===== config.mk =====
export PLATFORM = sky130hd
export DESIGN_NAME = flatten_collector
export DESIGN_NICKNAME = d
export VERILOG_FILES = /design/src/rtl/flatten_collector.sv
export SDC_FILE = /design/constraint.sdc
export NUM_CORES = 1
export LEC_CHECK = 0
export CELL_PAD_IN_SITES_DETAIL_PLACEMENT = 1
export CELL_PAD_IN_SITES_GLOBAL_PLACEMENT = 1
export CORE_MARGIN = 8
export CORE_UTILIZATION = 36
export DETAILED_ROUTE_END_ITERATION = 10
export PLACE_DENSITY = 0.82
export SETUP_SLACK_MARGIN = 0.5
export SLEW_MARGIN = 20
export SYNTH_ARGS = -nofsm -noshare
export SYNTH_HDL_FRONTEND = slang
export SYNTH_SLANG_ARGS = --single-unit

===== constraint.sdc =====
create_clock -name clock -period 2.1 [get_ports clock]
set_input_delay 0.63 -clock clock [delete_from_list [all_inputs] [get_ports clock]]
set_output_delay 0.63 -clock clock [all_outputs]
set_load 0.01 [all_outputs]

===== src/rtl/flatten_collector.sv =====
// Packs CHUNK_W-bit pooled rows into the flat NUM_INPUTS-bit vector for the final layer.
// Define FLATTEN_POPCOUNT_EN to add a saturating ones counter over the accepted beats.
module flatten_collector #(
  parameter int NUM_INPUTS = 196,
  parameter int CHUNK_W    = 14
) (
  input  logic                  clock,
  input  logic                  reset_n,
  input  logic [2:0]            state,
  input  logic                  in_valid,
  input  logic [CHUNK_W-1:0]    in_data,
  output logic                  in_ready,
  output logic [NUM_INPUTS-1:0] data_out,
  output logic                  flatten_done,
  output logic [7:0]            ones_count
);

  localparam int NUM_BEATS = NUM_INPUTS / CHUNK_W;
  localparam int CNT_W     = (NUM_BEATS > 1) ? $clog2(NUM_BEATS) : 1;
  localparam logic [2:0] S_IDLE    = 3'b000;
  localparam logic [2:0] S_LAYER_2 = 3'b011;

  if (NUM_INPUTS % CHUNK_W != 0) begin : g_chunk_check
    $error("flatten_collector: NUM_INPUTS must be a multiple of CHUNK_W");
  end

  typedef enum logic [1:0] {IDLE, COLLECT, FULL} fsm_t;

  fsm_t                  fsm_q, fsm_d;
  logic [CNT_W-1:0]      cnt_q, cnt_d;
  logic [NUM_INPUTS-1:0] data_q, data_d;
  logic                  done_q, done_d;
  logic                  start;
  logic                  accept;

  // in_ready follows state combinationally so a pause takes effect in the same cycle.
  assign in_ready = (fsm_q == COLLECT) && (state == S_LAYER_2);
  assign accept   = in_ready && in_valid;
  assign start    = (fsm_q == IDLE) && (state == S_LAYER_2);

  always_comb begin
    fsm_d  = fsm_q;
    cnt_d  = cnt_q;
    data_d = data_q;
    done_d = done_q;
    if (state == S_IDLE) begin
      fsm_d  = IDLE;
      done_d = 1'b0;
    end else begin
      case (fsm_q)
        IDLE: begin
          if (start) begin
            fsm_d  = COLLECT;
            cnt_d  = '0;
            data_d = '0;
          end
        end
        COLLECT: begin
          if (accept) begin
            for (int b = 0; b < NUM_BEATS; b++) begin
              if (cnt_q == CNT_W'(b)) data_d[b*CHUNK_W +: CHUNK_W] = in_data;
            end
            cnt_d = cnt_q + CNT_W'(1);
            if (cnt_q == CNT_W'(NUM_BEATS - 1)) begin
              fsm_d  = FULL;
              done_d = 1'b1;
            end
          end
        end
        FULL:    ;
        default: fsm_d = IDLE;
      endcase
    end
  end

  always_ff @(posedge clock or negedge reset_n) begin
    if (!reset_n) begin
      fsm_q  <= IDLE;
      cnt_q  <= '0;
      data_q <= '0;
      done_q <= 1'b0;
    end else begin
      fsm_q  <= fsm_d;
      cnt_q  <= cnt_d;
      data_q <= data_d;
      done_q <= done_d;
    end
  end

  assign data_out     = data_q;
  assign flatten_done = done_q;

`ifdef FLATTEN_POPCOUNT_EN
  function automatic logic [7:0] sat_popcount_add(input logic [7:0]         acc,
                                                   input logic [CHUNK_W-1:0] beat);
    logic [7:0] res;
    res = acc;
    for (int i = 0; i < CHUNK_W; i++) begin
      if (beat[i] && (res != 8'hFF)) res = res + 8'd1;
    end
    return res;
  endfunction

  logic [7:0] ones_q, ones_d;

  always_comb begin
    ones_d = ones_q;
    if (start)       ones_d = 8'd0;
    else if (accept) ones_d = sat_popcount_add(ones_q, in_data);
  end

  always_ff @(posedge clock or negedge reset_n) begin
    if (!reset_n) ones_q <= 8'd0;
    else          ones_q <= ones_d;
  end

  assign ones_count = ones_q;
`else
  assign ones_count = 8'd0;
`endif

endmodule


==> key figures, run 1 <==
Synthesis
  – Synth area leader: dfrtp_1
  – Post-synth EDFFs: 0
  – Syn Area/Cell: approximately 16 um^2
  – Synth cell count leaders: dfrtp_1, mux2_2, mux2_1
  – Main synth FF type: dfrtp_1
  – Flops & latches, synth: around 200
  – Top-count cell post-synth: dfrtp_1
  – Seq/Total Area, Yosys: between 60% and 70%
  – Yosys top cell area share: 60.9%
  – Largest cells by area after synthesis: dfrtp_1, mux2_2, mux2_1, a211oi_4, buf_4
  – Asr flop ratio synth: between 90% and 100%
  – Synthesized area: ~0.0083 mm^2
  – Cell variety after synth: 36
  – Yosys warning total: 0
  – Cells after synthesis: about 530

Final layout
  – # fillers: around 2,200
  – Share of cells above drive strength 1: a little over two thirds
  – Area Overhead vs Synth: 61.7%
  – Final #Nets: between 900 and 1,000
  – Post-route non-filler standard cell count: 1,217
  – Cell area after layout: 0.0135 mm^2
  – N_diodes: 0

Routing
  – Vias per Instance: roughly 4.9
  – Routed WL: 31,200 um
  – DR pass1 iterations: 4
  – Vias: 5,979
  – Antenna-violating nets left: 0
  – Residual DRC: 0
  – Wire per inst: approximately 26 um
  – DRT iter0 DRCs: roughly 270

Setup path
  – Max Fanout on Critical Path: 7
  – WP data required: 2480 ps
  – Cell Chain, Critical Path: inv_4, ha_4, or3b_4, a211oi_4, clkbuf_16, mux2_4
  – Worst path max stage delay: approximately 450 ps
  – CP arrival: ~2500 ps
  – Critical path buffer and inverter count: 2
  – Worst Setup Start Kind: flop
  – Critical Path End Type: flop
  – Top Family by Delay on Critical Path: flip-flops
  – Crit-path slowest cell: dfrtp_2
  – CP Class: reg2reg

Place
  – Post-DP Area: 0.0113 mm^2
  – Dpl cells: 1,028
  – Post-DP HPWL: between 15,000 and 20,000 um
  – Routability Congestion: 0.801
  – I/O Buffers: 217

Timing
  – Max-slew violation count: 0
  – Fin Hold WS: between 90 and 100 ps
  – Final hold vios: 0
  – RSZ-0062 raised after global routing: yes
  – Final Critical Period: roughly 2100 ps
  – Layout Skew: about 9 ps
  – Setup WS post-layout: -17.5 ps
  – Final setup violation count: 8
  – Slew HR: 57.9%
  – Setup TNS: -79.4 ps
  – Final period util: 101%
  – Max Freq: between 400 and 500 MHz
  – Worst-Margin Slew: about 630 ps

Power
  – Static Leak: 0.00662 uW
  – Pwr Total: around 19,000 uW
  – VDD IR max: 0.763 mV
  – Power Dens Cells: around 1400 mW/mm^2

Floorplan
  – I/O pin cnt: ~230
  – CORE AREA: between 0.02 and 0.025 mm^2
  – # rows: 55
  – Initial Util: approximately 37%
  – Die area: 0.0283 mm^2
  – Die width: around 170 um
  – Die Y-Extent: roughly 170 um

GRT
  – Overall routing resource usage: 18.6%
  – Antenna violations before repair: 0
  – Vias in the first global route: about 6,500
  – Largest net degree at the start of global routing: between 50 and 60
  – First-pass GRT wire length: 41,500 um
  – Grt total ovfl: 0

Job
  – Maxcap violations: 0

Clock network
  – TritonCTS Buffers: 23
  – Clk buf depth: 3
  – Root Buffer: clkbuf_16
  – CTS clk-pin slew, worst paths: around 60 ps
  – CTS H-tree depth: 1
  – CTS tree: done
  – Clock Latency Late Sink: approximately 500 ps
  – Clk sink count: approximately 200

Min path
  – Hold Path Class: in2async

Run status
  – Outcome: complete, but fails checks
  – Failing checks: setup timing
metal layers:
layer	vias up	GRT usage [%]	share of wire, %	wire (um)
li1	2599	-	-	-
met1	3149	22.2	42	13000
met2	189	33.6	51	15900
met3	42	4.75	5.5	1700
met4	0	3.18	1.8	562
met5	-	0	0	0
path summary, 6_finish.rpt:
check,start,to,slack (ps),depth (start not counted)
max,cnt_q[1]$_DFFE_PN0P_,data_out[9]$_DFFE_PN0P_,-20,6
max in group asynchronous,reset_n,cnt_q[3]$_DFFE_PN0P_,1380,2
max reg2reg,cnt_q[1]$_DFFE_PN0P_,data_out[9]$_DFFE_PN0P_,-20,6
min,reset_n,data_out[14]$_DFFE_PN0P_,90,1
min reg2reg,data_out[30]$_DFFE_PN0P_,data_out[30]$_DFFE_PN0P_,490,1
min in group clock,data_out[30]$_DFFE_PN0P_,data_out[30]$_DFFE_PN0P_,490,1
cells by family after synthesis:
| logic type | Yosys count | share of synthesized area [%] |
|---|---|---|
| multiplexers | 196 | 26.5 |
| AO/OA/AOI/OAI | 27 | 4.25 |
| adder cells (fa/ha/maj) | 4 | 0.600 |
| other | 1 | 0.0450 |
| buffers and inverters | 48 | 3.83 |
| AND/OR/NAND/NOR | 46 | 3.86 |
| flip-flops | 203 | 60.9 |
layout make-up:
type	count	area (um^2)	share of cell area, %
inverter	3	13.8	0.102
sequential	203	5090	37.8
clock buffer	30	642	4.76
tap	285	357	2.65
clock inverter	10	81.3	0.604
timing repair buffer	405	3650	27.1
multi-input combinational	281	3640	27.0
layout by cell type (no fill, tap or decap), types with 2 or more instances in the layout:
cell type	n
buf_4	149
clkdlybuf4s50_1	14
buf_2	94
o21ai_0	4
ha_4	3
clkbuf_8	5
or3b_4	4
buf_6	116
dfrtp_2	6
clkbuf_16	29
dfrtp_1	197
nor3_1	2
conb_1	8
nand3b_1	9
clkinv_2	7
mux2_1	14
buf_12	19
and2_2	13
a211oi_4	14
and2b_1	2
mux2_2	32
o31ai_1	2
dlygate4sd2_1	3
mux2_4	150
clkbuf_1	3
nand2_1	3
what timing repair did:
action,4_1_cts,5_1_grt
pin swaps,6,10
endpoints found under the hold margin,0,0
setup endpoints to repair,399,397
cloned,1,6
resized for setup,899,180
hold buffers,0,0
setup buffers,63,79
power breakdown:
part	internal (uW)	leakage, uW	switching, uW	total (uW)
Clock	2270	0.000362	1640	3910
Combinational	5090	0.00366	3130	8220
Sequential	5470	0.00260	1270	6730
metrics by stage:
step / setup slack (ps) / utilization [%]
finish: -17.5 / 59.3
global route: -57.0 / 59.3
CTS: 7.61 / 52.8
detailed placement: -548 / 49.6
global placement: -454 / 49.6
floorplan: 63.2 / -
state kept, by name (all words and copies together) (netlist names):
signal / flops
data_out: 196
flatten_done: 1
fsm_q: 2
cnt_q: 4
No activity file was read; power rests on OpenSTA's default activity.
==> run 2, diff against run 1 <==
--- a/config.mk
+++ b/config.mk
@@ -5,12 +5,13 @@
 export SDC_FILE = /design/constraint.sdc
 export NUM_CORES = 1
 export LEC_CHECK = 0
+export ABC_CLOCK_PERIOD_IN_PS = 2550
 export CELL_PAD_IN_SITES_DETAIL_PLACEMENT = 1
 export CELL_PAD_IN_SITES_GLOBAL_PLACEMENT = 1
 export CORE_MARGIN = 8
-export CORE_UTILIZATION = 36
+export CORE_UTILIZATION = 42
 export DETAILED_ROUTE_END_ITERATION = 10
-export PLACE_DENSITY = 0.82
+export PLACE_DENSITY = 0.89
 export SETUP_SLACK_MARGIN = 0.5
 export SLEW_MARGIN = 20
 export SYNTH_ARGS = -nofsm -noshare
==> constraint.sdc (replaced) <==
create_clock -name clock -period 2.55 [get_ports clock]
set_input_delay 0.765 -clock clock [delete_from_list [all_inputs] [get_ports clock]]
set_output_delay 0.765 -clock clock [all_outputs]
set_load 0.01 [all_outputs]
==> run 2 against run 1 <==
Compared with the run above:
- clock power down 16%
- wire length shrank 12%
- the flow now finishes without violations
- highest routed layer unchanged
- largest power group is now registers
- critical path type unchanged
- largest cell class unchanged
- final cell count is 13% lower
==> key figures, run 2 (same netlist as run 1, synthesis figures left out) <==
Run status
  – Outcome: finished, final reports clean

Power
  – Sw Pwr: 4320 uW
  – Clock power share: 24.9%
  – Flop pwr share: 40.4%
  – Pwr Total: 13,200 uW
  – Net Sw Frac: 32.8%
  – VDD IR max: around 0.54 mV
  – Power Dens Cells: 1100 mW/mm^2
  – Internal power: between 8000 and 9000 uW
  – Static Leak: approximately 0.006 uW
  – Logic pwr share: between 30% and 40%

Clock network
  – CTS clk-pin slew, worst paths: roughly 60 ps
  – Root Buffer: clkbuf_16
  – CTS H-tree depth: 1
  – Clk sink count: just over 200
  – CTS tree: done
  – Clk buf depth: 3
  – TritonCTS Buffers: 23
  – Clock Latency Late Sink: ~500 ps

Routing
  – Vias per Instance: roughly 5.2
  – DRT iter0 DRCs: 213
  – Wire per inst: around 26 um
  – Routed WL: 27,400 um
  – Residual DRC: 0
  – DR pass1 iterations: 4
  – Vias: approximately 5,500
  – Antenna-violating nets left: 0

Place
  – I/O Buffers: ~220
  – Routability Congestion: ~0.77
  – Post-DP HPWL: ~19,000 um

Floorplan
  – Die area: ~0.025 mm^2
  – Die Y-Extent: around 160 um
  – # rows: 51
  – Initial Util: between 40% and 50%
  – CORE AREA: around 0.02 mm^2
  – I/O pin cnt: 226
  – Die width: between 150 and 200 um

Final layout
  – Max FFs per register: ~200
  – Commonest non-fill, non-tap cell in the layout: dlygate4sd2_1
  – # fillers: around 1,900
  – Final #Nets: ~810
  – Area Overhead vs Synth: 43.1%
  – Share of cells above drive strength 1: 35.7%
  – Commonest non-fill, non-tap cells in the layout: dlygate4sd2_1, dfrtp_1, mux2_2
  – N_diodes: 0

Setup path
  – Worst Setup Start Kind: flop
  – WP data required: around 3000 ps
  – Cell Chain, Critical Path: inv_2, buf_6, ha_4, or3b_4, a211oi_4, buf_4, buf_12, mux2_4
  – Crit-path slowest cell: dfrtp_2
  – Critical path buffer and inverter count: 4
  – R2R Setup Slk: 400 ps
  – CP arrival: about 2500 ps
  – Max Fanout on Critical Path: 7
  – Top Family by Delay on Critical Path: buffers and inverters
  – Critical Path End Type: flop
  – Reg2reg path depth: 8
  – Reg2Reg Capture Point: data_out[12]$_DFFE_PN0P_
  – Reg2reg start: cnt_q[0]$_DFFE_PN0P_
  – CP Class: reg2reg
  – Worst path max stage delay: around 440 ps

Min path
  – Hold Path Class: in2async

Timing
  – Layout Skew: roughly 9.7 ps
  – RSZ-0062 raised after global routing: yes
  – Setup TNS: 0 ps
  – Final period util: a little over four fifths
  – Final Critical Period: approximately 2200 ps
  – Fin Hold WS: approximately 200 ps
  – Slew HR: roughly three fifths
  – Worst-Margin Slew: 590 ps
  – Final hold vios: 0
  – Final setup violation count: 0
  – Max-slew violation count: 0
  – Max Freq: around 470 MHz

GRT
  – First-pass GRT wire length: roughly 41,000 um
  – Largest net degree at the start of global routing: slightly above 80
  – Vias in the first global route: between 6,000 and 7,000
  – Overall routing resource usage: 22.1%
  – Antenna violations before repair: 0
  – Grt total ovfl: 0

Job
  – Maxcap violations: 0
==> run 2: cell types whose count changed in the layout (fill, tap and decap cells not counted), sizes merged <==
cell / before / now
inv: 3 / 4
buf: 380 / 56
dlygate4sd2: 3 / 198
clkinv: 8 / 3
bufinv: 1 / 2
clkbuf: 38 / 37
==> run 2: worst max path at each step <==
stage | startpoint | end | slack, ps | cells after the start
2_1_floorplan | in_valid | data_out[115]$_DFFE_PN0P_ | 430 | 6
3_3_place_gp | state[2] | in_ready | -240 | 4
3_5_place_dp | state[2] | in_ready | -250 | 4
4_1_cts | state[2] | in_ready | 360 | 4
5_1_grt | cnt_q[0]$_DFFE_PN0P_ | data_out[12]$_DFFE_PN0P_ | 360 | 8
6_report | cnt_q[0]$_DFFE_PN0P_ | data_out[12]$_DFFE_PN0P_ | 400 | 8
==> run 2: worst register-to-register path, delay by kind of cell (launching register included) <==
| family | cells | cell delay, ps |
|---|---|---|
| multiplexers | 1 | 310 |
| buffers and inverters | 4 | 490 |
| AND/OR/NAND/NOR | 1 | 380 |
| flip-flops | 1 | 440 |
| AO/OA/AOI/OAI | 1 | 280 |
| adder cells (fa/ha/maj) | 1 | 120 |
==> run 2: metrics by stage <==
stage / worst slack (ps) / instances / area (um^2) / utilization, %
floorplan: 425 / 532 / 8400 / -
global placement: -238 / 1004 / 11000 / 56.7
detailed placement: -246 / 1004 / 11000 / 56.7
CTS: 357 / 1058 / 11800 / 60.7
global route: 358 / 1064 / 11900 / 61.3
finish: 400 / 1064 / 11900 / 61.3
==> run 2: per-layer routing <==
layer	wire length, um	global-route usage (%)
met2	14400	39.6
met3	1970	5.24
met4	579	6.32
met5	0	0
met1	10500	25.7
==> run 2: layout make-up <==
| type | instances | area (um^2) | area share, % |
|---|---|---|---|
| inverter | 3 | 11.3 | 0.0944 |
| multi-input combinational | 281 | 3090 | 25.9 |
| clock inverter | 7 | 91.3 | 0.766 |
| clock buffer | 33 | 663 | 5.56 |
| tap | 265 | 332 | 2.78 |
| timing repair buffer | 272 | 2660 | 22.3 |
| sequential | 203 | 5090 | 42.6 |
==> run 2: repair_timing <==
action	CTS	global route
hold endpoints to repair	0	0
gates cloned	5	1
hold buffers	0	0
pin swaps	4	5
buffers inserted	9	5
gates resized for setup	237	32
endpoints found under the setup margin	394	130
==> run 2: power by group through the flow <==
stage / Clock, uW / Combinational [uW] / Sequential, uW
floorplan: 0 / 1380 / 5750
global placement: 0 / 5020 / 5270
detailed placement: 0 / 5270 / 5400
CTS: 3360 / 4580 / 5310
global route: 3470 / 4890 / 5470
finish: 3280 / 4570 / 5320
==> run 3, diff against run 2 <==
--- a/config.mk
+++ b/config.mk
@@ -5,13 +5,13 @@
 export SDC_FILE = /design/constraint.sdc
 export NUM_CORES = 1
 export LEC_CHECK = 0
-export ABC_CLOCK_PERIOD_IN_PS = 2550
+export ABC_CLOCK_PERIOD_IN_PS = 1800
 export CELL_PAD_IN_SITES_DETAIL_PLACEMENT = 1
 export CELL_PAD_IN_SITES_GLOBAL_PLACEMENT = 1
 export CORE_MARGIN = 8
-export CORE_UTILIZATION = 42
+export CORE_UTILIZATION = 36
 export DETAILED_ROUTE_END_ITERATION = 10
-export PLACE_DENSITY = 0.89
+export PLACE_DENSITY = 0.82
 export SETUP_SLACK_MARGIN = 0.5
 export SLEW_MARGIN = 20
 export SYNTH_ARGS = -nofsm -noshare
==> constraint.sdc (replaced) <==
create_clock -name clock -period 1.8 [get_ports clock]
set_input_delay 0.54 -clock clock [delete_from_list [all_inputs] [get_ports clock]]
set_output_delay 0.54 -clock clock [all_outputs]
set_load 0.01 [all_outputs]
==> run 3 against run 2 <==
Compared with the run above:
- the run now ends with setup timing left
- final cell count grew 26%
- fmax shrank 0.12%
- sequential share of layout area shrank 9.2 points
- via count grew 24%
- die area grew 15%
- sequential power grew 51%
- first-iteration DRC count grew 73%
==> key figures, run 3 (same netlist as run 1, synthesis figures left out) <==
Power
  – VDD IR max: between 1 and 1.5 mV
  – Pwr Total: roughly 25,000 uW
  – Static Leak: 0.00754 uW
  – Power Dens Cells: around 1700 mW/mm^2

Floorplan
  – Die width: around 170 um
  – Die area: about 0.028 mm^2
  – Initial Util: roughly 37%
  – I/O pin cnt: roughly 230
  – CORE AREA: about 0.023 mm^2
  – # rows: 55
  – Die Y-Extent: roughly 170 um

Final layout
  – Post-Route Utilization: approximately 67%
  – Max FFs per register: between 150 and 200
  – Area Overhead vs Synth: 82.5%
  – Cell area after layout: roughly 0.015 mm^2
  – Share of cells above drive strength 1: about three quarters
  – N_diodes: 0
  – Commonest non-fill, non-tap cell in the layout: buf_4
  – Commonest non-fill, non-tap cells in the layout: buf_4, dfrtp_1, mux2_4
  – Final #Nets: 1,061
  – Post-route non-filler standard cell count: approximately 1,300

GRT
  – Largest net degree at the start of global routing: between 40 and 50
  – Grt total ovfl: 0
  – First-pass GRT wire length: 51,800 um
  – Antenna violations before repair: 0
  – Overall routing resource usage: about a quarter
  – Vias in the first global route: 7,669

Timing
  – Final Critical Period: approximately 2200 ps
  – Fin Hold WS: 513 ps
  – Final hold vios: 0
  – Setup WS post-layout: -353 ps
  – Max-slew violation count: 0
  – Final setup violation count: around 200
  – Max Freq: between 400 and 500 MHz
  – Layout Skew: 38.2 ps
  – RSZ-0062 raised after global routing: yes
  – Final period util: 120%

Clock network
  – CTS clk-pin slew, worst paths: around 70 ps
  – Clk sink count: 203
  – Root Buffer: clkbuf_16
  – CTS H-tree depth: 1
  – Clock Latency Late Sink: 530 ps
  – TritonCTS Buffers: 23
  – CTS tree: done
  – Clk buf depth: 3

Setup path
  – Crit. path cell count: 7
  – Crit-path slowest cell: dfrtp_2
  – Critical path buffer and inverter count: 3
  – Critical Path End Type: flop
  – Worst Setup Start Kind: flop
  – Setup crit start: cnt_q[0]$_DFFE_PN0P_
  – CP Class: reg2reg
  – Reg2reg start: cnt_q[0]$_DFFE_PN0P_
  – Max Fanout on Critical Path: 7
  – Setup crit end: data_out[11]$_DFFE_PN0P_
  – CP arrival: around 2500 ps
  – Reg2Reg Capture Point: data_out[11]$_DFFE_PN0P_
  – Worst path max stage delay: between 400 and 500 ps
  – WP data required: 2180 ps
  – R2R Setup Slk: -350 ps
  – Reg2reg path depth: 7
  – Top Family by Delay on Critical Path: flip-flops
  – Cell Chain, Critical Path: inv_4, ha_4, or3b_4, a211oi_4, buf_6, buf_16, mux2_4

Routing
  – Routed WL: 41,100 um
  – Wire per inst: between 30 and 40 um
  – Vias: just under 7,000
  – Residual DRC: 0
  – Antenna-violating nets left: 0
  – DRT iter0 DRCs: around 370
  – DR pass1 iterations: 4
  – Vias per Instance: 5.12

Place
  – Post-DP HPWL: approximately 19,000 um
  – Post-DP Area: 0.0119 mm^2
  – I/O Buffers: between 200 and 250
  – Routability Congestion: 0.782
  – Dpl cells: 1,047

Run status
  – Failing checks: setup timing
  – Outcome: complete, but fails checks

Job
  – Maxcap violations: 0

Min path
  – Hold Path Class: in2async
==> run 3: changes by cell type in the layout (fill, tap and decap cells not counted), moves of 6 or more <==
cell,delta
buf_12,+18
dlygate4sd2_1,-195
buf_6,+145
buf_4,+198
buf_2,+77
and2_2,-6
buf_16,+6
mux2_4,+177
and2_1,+6
mux2_1,-50
mux2_2,-127
==> run 3: cell type report <==
type | instances | area [um^2]
Sequential cell | 203 | 5090
Clock buffer | 33 | 693
Timing Repair Buffer | 525 | 5080
Clock inverter | 8 | 118
Multi-Input combinational cell | 281 | 3870
Fill cell | 2043 | 7490
Inverter | 3 | 16.3
Tap cell | 285 | 357
==> run 3: power breakdown <==
group | leakage [uW] | internal (uW) | switching, uW
Clock | 0.000402 | 3100 | 2060
Combinational | 0.00453 | 7550 | 4740
Sequential | 0.00260 | 6380 | 1640
==> run 3: per-stage QoR <==
step	setup slack [ps]	setup TNS, ps
after global routing	-374	-53540
after detailed placement	-713	-130720
after floorplan	-183	-22680
after global placement	-638	-116870
final	-353	-49160
after CTS	-235	-24120
==> run 3: worst min path at each step <==
stage	from	end	slack, ps
2_1_floorplan	reset_n	cnt_q[0]$_DFFE_PN0P_	240
3_3_place_gp	data_out[10]$_DFFE_PN0P_	data_out[10]$_DFFE_PN0P_	470
3_5_place_dp	data_out[11]$_DFFE_PN0P_	data_out[11]$_DFFE_PN0P_	480
4_1_cts	reset_n	data_out[104]$_DFFE_PN0P_	510
5_1_grt	reset_n	data_out[104]$_DFFE_PN0P_	530
6_report	reset_n	data_out[105]$_DFFE_PN0P_	510
==> run 3: repair_timing <==
action,CTS,global route
gates cloned,10,5
hold buffers,1,0
endpoints found under the hold margin,32,0
setup endpoints to repair,401,401
setup buffers,140,94
resized for setup,1007,77
pin swaps,17,14
==> run 3: routing by layer <==
metal | GRT usage, % | up-vias | wire [um]
li1 | - | 2851 | -
met1 | 27.5 | 3648 | 15700
met2 | 43.1 | 259 | 21400
met3 | 7.13 | 87 | 2510
met4 | 7.14 | 0 | 1480
met5 | 0 | - | 0
